<file path="src/rtl/jam_cost_table_if.sv">
// Lookup/load/result port bundle between the JAM and its cost-table responder.
interface jam_cost_table_if #(
    parameter int unsigned CW  = 7,
    parameter int unsigned LCW = 16
);
    logic           LoadValid;
    logic [CW-1:0]  LoadData;
    logic           LoadReady;
    logic           TableReady;
    logic [2:0]     W;
    logic [2:0]     J;
    logic [CW-1:0]  Cost;
    logic           Valid;
    logic [9:0]     MinCost;
    logic [3:0]     MatchCount;
    logic           Done;
    logic [9:0]     ResMinCost;
    logic [3:0]     ResMatchCount;
    logic [LCW-1:0] LookupCount;

    modport master (
        output LoadValid, LoadData, W, J, Valid, MinCost, MatchCount,
        input  LoadReady, TableReady, Cost, Done, ResMinCost, ResMatchCount, LookupCount
    );

    modport slave (
        input  LoadValid, LoadData, W, J, Valid, MinCost, MatchCount,
        output LoadReady, TableReady, Cost, Done, ResMinCost, ResMatchCount, LookupCount
    );
endinterface

</file>
<file path="src/rtl/jam_cost_table.sv">
// 8x8 cost table for the JAM: streamed load, 1-cycle registered lookups,
// then a one-shot capture of the JAM result.
module jam_cost_table #(
    parameter int unsigned CW  = 7,
    parameter int unsigned LCW = 16
) (
    input  logic            CLK,
    input  logic            RST,
    jam_cost_table_if.slave bus
);
    typedef enum logic [1:0] {S_LOAD, S_SERVE, S_DONE} state_t;

    state_t         state_q, state_d;
    logic [5:0]     idx_q, idx_d;
    logic [CW-1:0]  cost_q, cost_d;
    logic [LCW-1:0] lcnt_q, lcnt_d;
    logic [9:0]     resmin_q, resmin_d;
    logic [3:0]     rescnt_q, rescnt_d;
    logic           wr_en;
    logic [CW-1:0]  table_q [64];

    always_comb begin
        state_d  = state_q;
        idx_d    = idx_q;
        cost_d   = cost_q;
        lcnt_d   = lcnt_q;
        resmin_d = resmin_q;
        rescnt_d = rescnt_q;
        wr_en    = 1'b0;
        unique case (state_q)
            S_LOAD: begin
                if (bus.LoadValid) begin
                    wr_en = 1'b1;
                    idx_d = idx_q + 6'd1;
                    if (idx_q == 6'd63) state_d = S_SERVE;
                end
            end
            S_SERVE: begin
                cost_d = table_q[{bus.W, bus.J}];
                if (lcnt_q != '1) lcnt_d = lcnt_q + LCW'(1);
                if (bus.Valid) begin
                    resmin_d = bus.MinCost;
                    rescnt_d = bus.MatchCount;
                    state_d  = S_DONE;
                end
            end
            S_DONE: ;
            default: state_d = S_LOAD;
        endcase
    end

    always_ff @(posedge CLK or posedge RST) begin
        if (RST) begin
            state_q  <= S_LOAD;
            idx_q    <= '0;
            cost_q   <= '0;
            lcnt_q   <= '0;
            resmin_q <= '0;
            rescnt_q <= '0;
        end else begin
            state_q  <= state_d;
            idx_q    <= idx_d;
            cost_q   <= cost_d;
            lcnt_q   <= lcnt_d;
            resmin_q <= resmin_d;
            rescnt_q <= rescnt_d;
        end
    end

    // Table storage deliberately survives reset; a full reload is forced by the FSM.
    always_ff @(posedge CLK) begin
        if (wr_en) table_q[idx_q] <= bus.LoadData;
    end

    assign bus.LoadReady     = (state_q == S_LOAD);
    assign bus.TableReady    = (state_q != S_LOAD);
    assign bus.Done          = (state_q == S_DONE);
    assign bus.Cost          = cost_q;
    assign bus.LookupCount   = lcnt_q;
    assign bus.ResMinCost    = resmin_q;
    assign bus.ResMatchCount = rescnt_q;
endmodule

</file>
<file path="src/flat_wrapper.sv">
// flat-port wrapper written by rule: the top's interface ports become plain ports
module jam_cost_table_flat 
#(
    parameter int unsigned CW  = 7,
    parameter int unsigned LCW = 16
)
  (CLK, RST, bus_LoadValid, bus_LoadData, bus_W, bus_J, bus_Valid, bus_MinCost, bus_MatchCount, bus_LoadReady, bus_TableReady, bus_Cost, bus_Done, bus_ResMinCost, bus_ResMatchCount, bus_LookupCount);
  jam_cost_table_if #(.CW(CW), .LCW(LCW)) bus_i ();
  input  logic CLK;
  input  logic RST;
  input wire logic [$bits(bus_i.LoadValid)-1:0] bus_LoadValid;
  input wire logic [$bits(bus_i.LoadData)-1:0] bus_LoadData;
  input wire logic [$bits(bus_i.W)-1:0] bus_W;
  input wire logic [$bits(bus_i.J)-1:0] bus_J;
  input wire logic [$bits(bus_i.Valid)-1:0] bus_Valid;
  input wire logic [$bits(bus_i.MinCost)-1:0] bus_MinCost;
  input wire logic [$bits(bus_i.MatchCount)-1:0] bus_MatchCount;
  output wire logic [$bits(bus_i.LoadReady)-1:0] bus_LoadReady;
  output wire logic [$bits(bus_i.TableReady)-1:0] bus_TableReady;
  output wire logic [$bits(bus_i.Cost)-1:0] bus_Cost;
  output wire logic [$bits(bus_i.Done)-1:0] bus_Done;
  output wire logic [$bits(bus_i.ResMinCost)-1:0] bus_ResMinCost;
  output wire logic [$bits(bus_i.ResMatchCount)-1:0] bus_ResMatchCount;
  output wire logic [$bits(bus_i.LookupCount)-1:0] bus_LookupCount;
  assign bus_i.LoadValid = bus_LoadValid;
  assign bus_i.LoadData = bus_LoadData;
  assign bus_i.W = bus_W;
  assign bus_i.J = bus_J;
  assign bus_i.Valid = bus_Valid;
  assign bus_i.MinCost = bus_MinCost;
  assign bus_i.MatchCount = bus_MatchCount;
  assign bus_LoadReady = bus_i.LoadReady;
  assign bus_TableReady = bus_i.TableReady;
  assign bus_Cost = bus_i.Cost;
  assign bus_Done = bus_i.Done;
  assign bus_ResMinCost = bus_i.ResMinCost;
  assign bus_ResMatchCount = bus_i.ResMatchCount;
  assign bus_LookupCount = bus_i.LookupCount;
  jam_cost_table #(.CW(CW), .LCW(LCW)) u_core (.CLK(CLK), .RST(RST), .bus(bus_i));
endmodule
</file>
<file path="config.mk">
export PLATFORM = sky130hd
export DESIGN_NAME = jam_cost_table_flat
export DESIGN_NICKNAME = d
export VERILOG_FILES = /design/src/rtl/jam_cost_table_if.sv /design/src/rtl/jam_cost_table.sv /design/src/flat_wrapper.sv
export SDC_FILE = /design/constraint.sdc
export NUM_CORES = 1
export LEC_CHECK = 0
export ABC_AREA = 1
export CAP_MARGIN = 25
export CORE_AREA = 2 2 216 218
export CTS_BUF_LIST = sky130_fd_sc_hd__clkbuf_8
export CTS_CLUSTER_DIAMETER = 200
export CTS_CLUSTER_SIZE = 28
export DETAILED_ROUTE_END_ITERATION = 10
export DIE_AREA = 0 0 218 220
export GPL_TIMING_DRIVEN = 0
export PLACE_DENSITY_LB_ADDON = 0.05
export SYNTH_ARGS = -nofsm -noshare
export SYNTH_HDL_FRONTEND = slang
export SYNTH_SLANG_ARGS = --single-unit
</file>
<file path="constraint.sdc">
create_clock -name CLK -period 2.1 [get_ports CLK]
set_input_delay 0.21 -clock CLK [delete_from_list [all_inputs] [get_ports CLK]]
set_output_delay 0.21 -clock CLK [all_outputs]
set_load 0.02 [all_outputs]
</file>
Word-level counts from Yosys, hierarchy flattened:

Memory sizes are Yosys's and may differ from the RTL's. A register that Yosys moved wholly into a read port is not among the register bits.
Index checks and enable logic that the tools add are counted.

* bits of input ports: 31
* RAM bits: 448
* register bits after elaboration: 38
* memory bits (read-only): 0
* bits in latches: 0
* word-level logic and storage cells: 30
* output and inout port bits: 40
* memories kept: 1

Memory list
* u_core.table_q: words 64, width 7, rd ports 1, clocked after Yosys merged registers in 1, wr ports 1, line jam_cost_table.sv:20 `logic [CW-1:0] table_q [64];`

* add/sub/neg operators: 2
* div/mod/pow operators: 0
* mux-type cells: 8
* order comparisons: 0
* shift operators: 0
* reduce and logical (&&, ||, !) cells: 6
* bitwise gates (word level): 1
* $mul: 0
* equality and inequality tests: 7

Operator list (number)
* 16-bit by 1-bit adder with 16-bit output (second input constant): 1
* 16-bit != test (second input constant): 1
* 6-bit by 1-bit adder with 6-bit output (second input constant): 1
* 6-bit == test (second input constant): 1
* 2-bit 2-to-1 mux: 3
* 2-bit one-hot mux with 3 select lines: 1
* 2-bit AND reduction: 3
* 1-bit 2-to-1 mux: 4
* 2-bit != test (second input constant): 2
* 4-bit AND reduction: 1
* 2-bit by 1-bit == test with 1-bit output (second input constant): 1
* 2-bit == test (second input constant): 1
* 2-bit logical NOT: 1
* 2-bit by 1-bit != test with 1-bit output (second input constant): 1
* 2-bit nonzero test: 1
* 1-bit NOT: 1

Depth between registers and ports, before layout:

Gate-level depths: netlist (run 1).

* depth after elaboration: 4
* gate-level depth with buffers: 14
* mapped depth without buffers: 11

Worst setup path after synthesis (run 1):

OpenSTA, ideal clock, no wires.

* path type: flip-flop to flip-flop
* start point: register u_core.state_q[1]
* end point: memory u_core.table_q[15][0], enable pin
* clock period less this slack: 2.297 ns
* path slack: -0.197 ns
* arrival: 1.917 ns
* data required time: 1.720 ns
* cell stages (with the launch flop): 6
* path buffers: 0
* library setup time: 0.380 ns
* cells stage by stage: dfrtp_1 > nor2_1 > nand2_1 > nor2_2 > nand3_1 > nor3_1

* word-level cells in the longest chain between the ends: 4

RTL lines
* from (decl): line jam_cost_table.sv:13 `state_t state_q, state_d;`
* from (signal assigned): line jam_cost_table.sv:61 `state_q <= state_d;`
* 2-bit logical NOT
* named net bus_LoadReady: line flat_wrapper.sv:18 `output wire logic [$bits(bus_i.LoadReady)-1:0] bus_LoadReady;`
* 1-bit 2-to-1 mux: line jam_cost_table.sv:30 `unique case (state_q)`
* 1-bit 2-to-1 mux: line jam_cost_table.sv:72 `if (wr_en) table_q[idx_q] <= bus.LoadData;`
* 1-bit 2-to-1 mux (not written as such): line jam_cost_table.sv:72
* to (decl): line jam_cost_table.sv:20

The timed path passes the listed nets, and every way through them passes these cells.

Final worst setup path (run 1):

* start point: register u_core.idx_q[5]
* end point: memory u_core.table_q[29][4], enable pin

RTL lines
* from (decl): line jam_cost_table.sv:14 `logic [5:0] idx_q, idx_d;`
* from (signal assigned): line jam_cost_table.sv:62 `idx_q <= idx_d;`

No word-level cell before the write port.

==> impl_metrics.env, run 1 <==
export IMPL_status="finished, final reports clean"
export IMPL_tightest_slew_ns=0.956
export IMPL_layout_cells_non_filler=2453
export IMPL_critPathCaptureType="flop"
export IMPL_worstHoldStart="bus_LoadData[2]"
export IMPL_top_level_ports=71
export IMPL_leakage_nw=8.21
export IMPL_fmax_mhz=492
export IMPL_fin_crit_ns=2.03
export IMPL_regArea_um2=14600
export IMPL_worst_slack_ns=0.0685
export IMPL_grt_pass1_wl_um=87000
export IMPL_top_layer="met4"
export IMPL_antenna_cells=0
export IMPL_drive_gt1_frac=0.125
export IMPL_final_cell_area_um2=22900
export IMPL_worstPathRequired_ns=2.41
export IMPL_drc=0
export IMPL_worstSetupPathType="flop to flop"
export IMPL_synth_top_area_frac=0.664
export IMPL_yosysWarnings=0
export IMPL_grt_max_degree=65
export IMPL_setup_viol=0
export IMPL_multiInputGateArea_um2=5580
export IMPL_met2_length_um=27900
export IMPL_htreeDepth=1
export IMPL_num_nets_final=1872
export IMPL_power_frac_seq=0.638
export IMPL_power_mw=17.4
export IMPL_cts_tree="yes"
export IMPL_async_flop_share=0.0913
export IMPL_place_ws_ns=-0.716
export IMPL_area_delta_synth_final_pct=13.0
export IMPL_max_slew_margin=0.363
export IMPL_cap_violations=0
export IMPL_met1Wirelength_um=27500
export IMPL_dp_hpwl_um=41000
export IMPL_critPathArrivalTime_ns=2.34
export IMPL_dieHeight_um=220
export IMPL_clkTransAtPathRegs_ns=0.16
export IMPL_cp_startpoint="u_core.idx_q[5]$_DFFE_PP0P_"
export IMPL_cts_root_buffer="clkbuf_8"
export IMPL_syn_inst=1731
export IMPL_rows=79
export IMPL_cts_max_path_buffers=3
export IMPL_post_drt_wl_per_cell_um=24.3
export IMPL_grt_usage=0.252
export IMPL_numPlacedInstances=2411
export IMPL_final_fill_count=4171
export IMPL_p_int_mw=12.5
export IMPL_numPortBuffers=67
export IMPL_die_area_um2=48000
export IMPL_netSwitchingPower_mw=4.93
export IMPL_place_congestion=0.985
export IMPL_crit_fanout=9
export IMPL_dpl_instance_area_um2=21800
export IMPL_synth_largest_area_cell="edfxtp_1"
export IMPL_regToRegStartpoint="u_core.idx_q[5]$_DFFE_PP0P_"
export IMPL_ys_seq_area_frac=0.720
export IMPL_ys_types=28
export IMPL_cts_buffers=21
export IMPL_synth_top_flop_cell="edfxtp_1"
export IMPL_clock_skew_ns=0.0334
export IMPL_syn_num_nets=1764
export IMPL_p_clk_frac=0.219
export IMPL_routed_wl_um=59600
export IMPL_slew_violations=0
export IMPL_core_area_um2=45900
export IMPL_finalCritPeriodShare=0.967
export IMPL_rsz0062_at_grt="no"
export IMPL_syn_cell_area_um2=20300
export IMPL_synth_edf_count=448
export IMPL_min_path_type="input pin to flop"
export IMPL_syn_area_per_cell_um2=11.7
export IMPL_peakVddDrop_mv=0.526
export IMPL_finalSetupTns_ns=0
export IMPL_clk_latency_ns=0.65
export IMPL_vias=13400
export IMPL_synth_top_cells_by_count="565 x nand2_1, 448 x edfxtp_1, 416 x nand3_1"
export IMPL_cts_sinks=493
export IMPL_start_util=0.442
export IMPL_ys_top_cells_by_area="edfxtp_1 66%, nand2_1 10%, nand3_1 10%"
export IMPL_met3_length_um=2900
export IMPL_viasPerCell=5.45
export IMPL_comb_power_share=0.143
export IMPL_synth_most_common_cell="nand2_1"
export IMPL_drtIter0Drc=1366
export IMPL_grt_antenna_before_repair=0
export IMPL_die_width_um=218
export IMPL_grt_overflow=0
export IMPL_synth_seq_cells=493
export IMPL_ant_nets=0
export IMPL_switching_share=0.283
export IMPL_drt_pre_antenna_iters=5
export IMPL_grt_pass1_vias=12900
export IMPL_crit_path_start_kind="flop"
export IMPL_power_density_nw_per_um2=761
export IMPL_reg2reg_slack_ns=0.07
export IMPL_finalHoldViolCount=0
state kept, by name, summed over array words and instances (netlist names):
register / count
u_core.bus.Cost: 7
u_core.bus.LookupCount: 16
u_core.bus.ResMatchCount: 4
u_core.bus.ResMinCost: 10
u_core.idx_q: 6
u_core.state_q: 2
u_core.table_q: 448
kinds of logic after synthesis:
logic type	after synthesis	share of synthesized area
AOI/OAI and AO/OA	5	0.00142
and+or+nand+nor	1074	0.228
adders and majority gates	2	0.00124
buffers and inverters	124	0.0337
muxes	14	0.00778
DFF	493	0.720
xor gates and xnor gates	19	0.00822
through the flow:
step | util | hold slack (ns)
final | 0.499 | 0.120
after global routing | 0.499 | 0.112
after CTS | 0.498 | 0.0865
after detailed placement | 0.475 | 0.473
after global placement | 0.474 | 0.473
after floorplan | - | 0.309
worst max-delay path: stages (launching register included):
cell and delay [ns]:
dfrtp_1 0.53, inv_1 0.22, nand3_2 0.47, nor2_4 0.49
power by group through the flow:
stage / logic (mW) / clock network (mW) / registers [mW]
finish: 2.49 / 3.81 / 11.1
global route: 2.66 / 4.21 / 11.1
CTS: 2.48 / 3.90 / 11.1
detailed placement: 2.07 / 0 / 11.3
global placement: 2.02 / 0 / 11.3
floorplan: 1.10 / 0 / 11.3
placed cells by master (no fill, tap or decap), types with 14 or more instances in the layout:
master,n
nor2_4,65
mux2_2,14
clkdlybuf4s50_1,57
buf_2,46
inv_1,31
buf_6,14
dfrtp_1,43
nand2_1,552
nor2_1,14
nand3_1,412
clkbuf_8,21
buf_4,23
edfxtp_1,448
worst paths after layout:
| kind | to | depth (start not counted) |
|---|---|---|
| worst min register to register | u_core.bus.Cost[5]$_DFFE_PP0N_ | 2 |
| worst max register to register | u_core.table_q[29][4]$_DFFE_PP_ | 3 |
| max in group asynchronous | u_core.bus.LookupCount[3]$_DFFE_PP0P_ | 4 |
| worst max-delay path | u_core.table_q[29][4]$_DFFE_PP_ | 3 |
| min in group asynchronous | u_core.bus.Cost[3]$_DFFE_PP0N_ | 3 |
| worst min-delay path | u_core.table_q[5][2]$_DFFE_PP_ | 1 |
timing repair:
item / 4_1_cts / 5_1_grt
endpoints found under the setup margin: 449 / 131
setup buffers: 10 / 0
hold endpoints to repair: 34 / 0
gates resized for setup: 136 / 10
hold buffers: 3 / 0
pin swaps: 7 / 0
routing by layer:
| metal | global-route usage | vias to the layer above |
|---|---|---|
| met2 | 0.405 | 381 |
| met5 | 0 | - |
| met3 | 0.0208 | 57 |
| met4 | 0.0571 | 0 |
| li1 | - | 6236 |
| met1 | 0.374 | 6697 |
layout make-up:
| type | count | area share |
|---|---|---|
| inverter | 28 | 0.00470 |
| timing repair buffer | 86 | 0.0410 |
| clock inverter | 9 | 0.00219 |
| clock buffer | 21 | 0.0126 |
| sequential | 493 | 0.637 |
| tap | 607 | 0.0332 |
| buffer | 95 | 0.0252 |
| multi-input combinational | 1114 | 0.244 |
Power figures use the tool's default switching activity.
==> inputs of run 2 (changes only) <==
- CELL_PAD_IN_SITES_DETAIL_PLACEMENT: unset -> 1
- CELL_PAD_IN_SITES_GLOBAL_PLACEMENT: unset -> 1
- MAX_ROUTING_LAYER: unset -> met4
==> run 2 against run 1 <==
Maximum frequency fell by 3.0%. Global-route usage rose by 2.3 points. Cell count rose by 0.24%. Register-to-register slack got worse by 0.06 ns. Critical path depth rose by 3. Clock skew rose by 0.015 ns. Count of clock-buffer cells in the layout did not move. Hold slack got worse by 0.047 ns. Sequential power barely moved.
==> impl_metrics.env, run 2 (synthesis results as in run 1) <==
export IMPL_area_delta_synth_final_pct=13.4
export IMPL_status="finished, final reports clean"
export IMPL_critPathCaptureType="flop"
export IMPL_cap_violations=0
export IMPL_cp_buffers_inverters=1
export IMPL_cts_buffers=21
export IMPL_top_level_ports=71
export IMPL_critPathMaxStageDelay_ns=0.50
export IMPL_die_area_um2=48000
export IMPL_routed_wl_um=63400
export IMPL_crit_fanout=8
export IMPL_worstPathRequired_ns=2.44
export IMPL_clk_latency_ns=0.68
export IMPL_viasPerCell=5.53
export IMPL_vias=13600
export IMPL_die_width_um=218
export IMPL_slew_violations=0
export IMPL_hold_depth=1
export IMPL_regToRegStartpoint="u_core.state_q[1]$_DFFE_PP0P_"
export IMPL_cp_startpoint="u_core.state_q[1]$_DFFE_PP0P_"
export IMPL_finalHoldViolCount=0
export IMPL_path_common_cell="nor2_4"
export IMPL_clkTransAtPathRegs_ns=0.17
export IMPL_rsz0062_at_grt="yes"
export IMPL_drt_pre_antenna_iters=5
export IMPL_cts_root_buffer="clkbuf_8"
export IMPL_layout_cells_non_filler=2459
export IMPL_power_mw=17.6
export IMPL_top_register="u_core.table_q"
export IMPL_dp_hpwl_um=44800
export IMPL_cts_tree="yes"
export IMPL_cts_sinks=493
export IMPL_grt_usage=0.275
export IMPL_grt_max_degree=65
export IMPL_finalCritPeriodShare=0.997
export IMPL_drive_gt1_frac=0.127
export IMPL_critPathSlowestCell="dfrtp_2"
export IMPL_worstHoldStart="bus_LoadData[5]"
export IMPL_cp_top_family="simple AND/OR/NAND/NOR gates"
export IMPL_cp_depth=6
export IMPL_cts_max_path_buffers=3
export IMPL_post_drt_wl_per_cell_um=25.8
export IMPL_largest_register_ff_count=448
export IMPL_grt_pass1_wl_um=92600
export IMPL_numPortBuffers=67
export IMPL_power_density_nw_per_um2=764
export IMPL_worstSetupPathType="flop to flop"
export IMPL_numPlacedInstances=2412
export IMPL_drtIter0Drc=1096
export IMPL_min_path_type="input pin to flop"
export IMPL_htreeDepth=1
export IMPL_num_nets_final=1878
export IMPL_core_area_um2=45900
export IMPL_grt_overflow=0
export IMPL_path_cells="nor2_4 > nand2_2 > nor2_4 > buf_4 > nand2_4 > nor2_4"
export IMPL_ant_nets=0
export IMPL_final_common_cell="nand2_1"
export IMPL_start_util=0.442
export IMPL_rr_worst_depth=6
export IMPL_peakVddDrop_mv=0.692
export IMPL_clock_skew_ns=0.0484
export IMPL_leakage_nw=8.21
export IMPL_rows=79
export IMPL_antenna_cells=0
export IMPL_grt_antenna_before_repair=1
export IMPL_grt_pass1_vias=13600
export IMPL_critPathArrivalTime_ns=2.44
export IMPL_tightest_slew_ns=0.870
export IMPL_fmax_mhz=478
export IMPL_mostFrequentLayoutCells="552 x nand2_1, 448 x edfxtp_1, 411 x nand3_1, 65 x nor2_4, 57 x clkdlybuf4s50_1"
export IMPL_setup_viol=0
export IMPL_drc=0
export IMPL_place_congestion=0.936
export IMPL_fin_crit_ns=2.09
export IMPL_crit_path_start_kind="flop"
export IMPL_max_slew_margin=0.420
export IMPL_dieHeight_um=220
[run 2: layer usage]
| metal | global-route usage | vias up | part of all wire |
|---|---|---|---|
| li1 | - | 6240 | - |
| met1 | 0.392 | 6926 | 0.46 |
| met2 | 0.435 | 354 | 0.47 |
| met3 | 0.0225 | 66 | 0.048 |
| met4 | 0.0596 | 0 | 0.022 |
| met5 | - | - | 0 |
[run 2: metrics by stage]
stage,utilization,setup WS [ns],area (um^2),hold slack [ns],setup TNS (ns)
final,0.501,0.00587,23000,0.0731,0
after global routing,0.501,-0.0289,23000,0.0897,-0.850
after CTS,0.498,-0.0255,22900,0.0422,-0.543
after detailed placement,0.476,-0.810,21800,0.474,-224.07
after global placement,0.474,-1.44,21700,0.471,-772.36
after floorplan,-,-0.0450,20300,0.309,-0.944
[run 2: power by group]
group          total, mW  switching, mW  internal, mW  leakage (nW)
registers           11.1          0.205          10.9          4.60
clock network       3.85           2.90         0.951         0.195
logic               2.57           1.96         0.612          3.41
total               17.6           5.06          12.5          8.21
[run 2: what timing repair did]
item | CTS | global route
gates resized for setup | 140 | 9
buffers inserted | 10 | 6
hold buffers | 2 | 0
hold endpoints to repair | 12 | 0
endpoints found under the setup margin | 450 | 280
pin swaps | 9 | 5
[run 2: worst reg2reg max path, stage by stage, from the launching register on]
cell,delay [ns]
dfrtp_2,0.50
nor2_4,0.17
nand2_2,0.17
nor2_4,0.21
buf_4,0.19
nand2_4,0.22
nor2_4,0.33
[run 2: path summary, 6_finish.rpt]
check / to / slack (ns)
max: u_core.table_q[19][3]$_DFFE_PP_ / 0.006
min: u_core.table_q[36][5]$_DFFE_PP_ / 0.07
max reg2reg: u_core.table_q[19][3]$_DFFE_PP_ / 0.006
min reg2reg: u_core.bus.Cost[2]$_DFFE_PP0N_ / 0.51
max in group asynchronous: u_core.bus.Cost[5]$_DFFE_PP0N_ / 1.26
min in group asynchronous: u_core.idx_q[1]$_DFFE_PP0P_ / 0.36
[run 2: cell type report]
cell class | instances | area, um^2
inverter | 28 | 108
tap | 607 | 759
buffer | 95 | 573
sequential | 493 | 14600
clock inverter | 9 | 50.0
fill | 4866 | 22900
clock buffer | 21 | 289
timing repair buffer | 92 | 980
multi-input combinational | 1114 | 5630
==> inputs of run 3 (changes only) <==
- ABC_AREA: 1 -> unset
- CORE_AREA: 2 2 216 218 -> 2 2 211 213
- DIE_AREA: 0 0 218 220 -> 0 0 213 215
- SETUP_SLACK_MARGIN: unset -> 0.2
- TNS_END_PERCENT: unset -> 100
==> run 3 against run 2 <==
Wire length decreased by 27%. Critical path depth rose by 1. Critical path type unchanged. Largest power group unchanged. Synthesized cell count shrank 43%. Combinational power is 7% higher. Cell count shrank 30%. Largest cell class unchanged. Synthesized area decreased by 4.2%.
==> impl_metrics.env, run 3 <==
export IMPL_status="finished, final reports clean"
export IMPL_synth_top_cells_by_count="448 x edfxtp_1, 91 x mux4_2, 83 x nor2_1"
export IMPL_core_area_um2=43600
export IMPL_finalHoldViolCount=0
export IMPL_syn_num_nets=1024
export IMPL_area_delta_synth_final_pct=16.0
export IMPL_clkTransAtPathRegs_ns=0.16
export IMPL_viasPerCell=5.54
export IMPL_crit_path_start_kind="flop"
export IMPL_critPathArrivalTime_ns=2.29
export IMPL_syn_inst=991
export IMPL_power_mw=17.7
export IMPL_place_congestion=0.824
export IMPL_ys_types=42
export IMPL_cts_sinks=493
export IMPL_async_flop_share=0.0913
export IMPL_ant_nets=0
export IMPL_synth_seq_cells=493
export IMPL_grt_antenna_before_repair=0
export IMPL_largest_register_ff_count=448
export IMPL_final_common_cell="edfxtp_1"
export IMPL_critPathSlowestCell="dfrtp_2"
export IMPL_min_path_type="input pin to flop"
export IMPL_drive_gt1_frac=0.340
export IMPL_cts_max_path_buffers=3
export IMPL_ys_seq_area_frac=0.751
export IMPL_grt_overflow=0
export IMPL_start_util=0.445
export IMPL_fmax_mhz=507
export IMPL_drt_pre_antenna_iters=5
export IMPL_synth_top_area_frac=0.693
export IMPL_mostFrequentLayoutCells="448 x edfxtp_1, 91 x mux4_2, 65 x nor2_4, 50 x mux2_2, 40 x dfrtp_1"
export IMPL_critPathMaxStageDelay_ns=0.47
export IMPL_finalSetupTns_ns=0
export IMPL_antenna_cells=0
export IMPL_worstPathRequired_ns=2.42
export IMPL_synth_largest_area_cell="edfxtp_1"
export IMPL_leakage_nw=7.35
export IMPL_synth_edf_count=448
export IMPL_drc=0
export IMPL_grt_pass1_vias=10200
export IMPL_dp_hpwl_um=30800
export IMPL_syn_cell_area_um2=19400
export IMPL_die_width_um=213
export IMPL_die_area_um2=45800
export IMPL_rsz0062_at_grt="yes"
export IMPL_syn_area_per_cell_um2=19.6
export IMPL_cts_buffers=21
export IMPL_synth_most_common_cell="edfxtp_1"
export IMPL_worstSetupPathType="flop to flop"
export IMPL_power_density_nw_per_um2=786
export IMPL_layout_cells_non_filler=1724
export IMPL_clk_latency_ns=0.64
export IMPL_holdWs_ns=0.0534
export IMPL_post_drt_wl_per_cell_um=26.8
export IMPL_cts_root_buffer="clkbuf_8"
export IMPL_drtIter0Drc=737
export IMPL_peakVddDrop_mv=0.483
export IMPL_routed_wl_um=46200
export IMPL_dieHeight_um=215
export IMPL_slew_violations=0
export IMPL_tightest_slew_ns=0.720
export IMPL_grt_max_degree=47
export IMPL_grt_usage=0.214
export IMPL_cts_tree="yes"
export IMPL_ys_top_cells_by_area="edfxtp_1 69%, mux4_2 11%, dfrtp_1 5.8%"
export IMPL_top_level_ports=71
export IMPL_numPortBuffers=67
export IMPL_rows=77
export IMPL_path_cells="nor2_4 > and2_4 > buf_6 > nor2b_4 > buf_4 > nand2_8 > nor2_4"
export IMPL_crit_fanout=8
export IMPL_numPlacedInstances=1658
export IMPL_grt_pass1_wl_um=68900
export IMPL_fin_crit_ns=1.97
export IMPL_vias=9551
export IMPL_cap_violations=0
export IMPL_path_common_cell="nor2_4"
export IMPL_clock_skew_ns=0.0318
export IMPL_max_slew_margin=0.518
export IMPL_top_register="u_core.table_q"
export IMPL_synth_top_flop_cell="edfxtp_1"
export IMPL_setup_viol=0
export IMPL_yosysWarnings=0
export IMPL_htreeDepth=1
export IMPL_reg2reg_slack_ns=0.13
export IMPL_num_nets_final=1152
export IMPL_final_fill_count=3914
export IMPL_critPathCaptureType="flop"
export IMPL_finalCritPeriodShare=0.940
[run 3: cell types whose count changed in the layout (fill, tap and decap cells not counted), sizes merged, moves of 36 or more]
| cell | before | now |
|---|---|---|
| mux2 | 14 | 51 |
| nand3 | 417 | 9 |
| nand2 | 566 | 32 |
| o22ai | 0 | 36 |
| mux4 | 0 | 91 |
| mux2i | 0 | 42 |
[run 3: timing repair]
action                                 4_1_cts  5_1_grt
hold buffers                                 3        0
resized for setup                          146       42
setup endpoints to repair                  486      389
pin swaps                                   30       22
endpoints found under the hold margin       19        0
buffers inserted                            27        2
cloned                                       0        0
[run 3: metrics by stage]
step / utilization / worst slack (ns) / area (um^2)
after global routing: 0.516 / 0.0450 / 22500
after global placement: 0.484 / -1.06 / 21100
after CTS: 0.512 / 0.104 / 22300
after floorplan: - / 0.0853 / 19700
after detailed placement: 0.487 / -0.829 / 21300
final: 0.516 / 0.127 / 22500
[run 3: kinds of logic after synthesis]
logic type               synth area share
adder cells (fa/ha/maj)           0.00129
buffers and inverters              0.0155
AND/OR/NAND/NOR                    0.0405
flip-flops                          0.751
XOR/XNOR                          0.00902
AO/OA/AOI/OAI                      0.0257
multiplexers                        0.157
[run 3: worst max-delay path: cells and delay by family, from the launching register on]
kind                   cells  cell delay [ns]
AND/OR/NAND/NOR            5             0.89
flip-flops                 1             0.47
buffers and inverters      2             0.28
[run 3: report_power, final]
part | leakage, nW | internal, mW | switching, mW
registers | 4.61 | 11.0 | 0.127
logic | 2.51 | 0.946 | 1.82
clock network | 0.232 | 0.968 | 2.82
total | 7.35 | 12.9 | 4.77
[run 3: layout make-up]
type	instances	area, um^2	share of cell area
sequential	493	14600	0.648
multi-input combinational	444	5400	0.240
clock buffer	21	289	0.0128
buffer	47	299	0.0133
clock inverter	15	68.8	0.00306
inverter	5	18.8	0.000833
tap	592	741	0.0329
timing repair buffer	107	1120	0.0496
[run 3: worst paths after layout]
kind | startpoint | to | depth (start not counted)
min | bus_LoadData[1] | u_core.table_q[7][1]$_DFFE_PP_ | 1
max | u_core.state_q[1]$_DFFE_PP0P_ | u_core.table_q[36][0]$_DFFE_PP_ | 7
min in group asynchronous | RST | u_core.bus.ResMinCost[3]$_DFFE_PP0P_ | 3
max reg2reg | u_core.state_q[1]$_DFFE_PP0P_ | u_core.table_q[36][0]$_DFFE_PP_ | 7
max in group asynchronous | RST | u_core.bus.LookupCount[11]$_DFFE_PP0P_ | 4
min reg2reg | u_core.bus.LookupCount[15]$_DFFE_PP0P_ | u_core.bus.LookupCount[15]$_DFFE_PP0P_ | 1
[run 3: layer usage]
metal / GRT usage / wire length (um) / part of all wire / up-vias
met4: 0.0394 / 679 / 0.015 / 0
li1: - / - / - / 4253
met2: 0.343 / 23000 / 0.50 / 172
met5: - / 0 / 0 / -
met1: 0.305 / 20900 / 0.45 / 5077
met3: 0.0186 / 1520 / 0.033 / 49
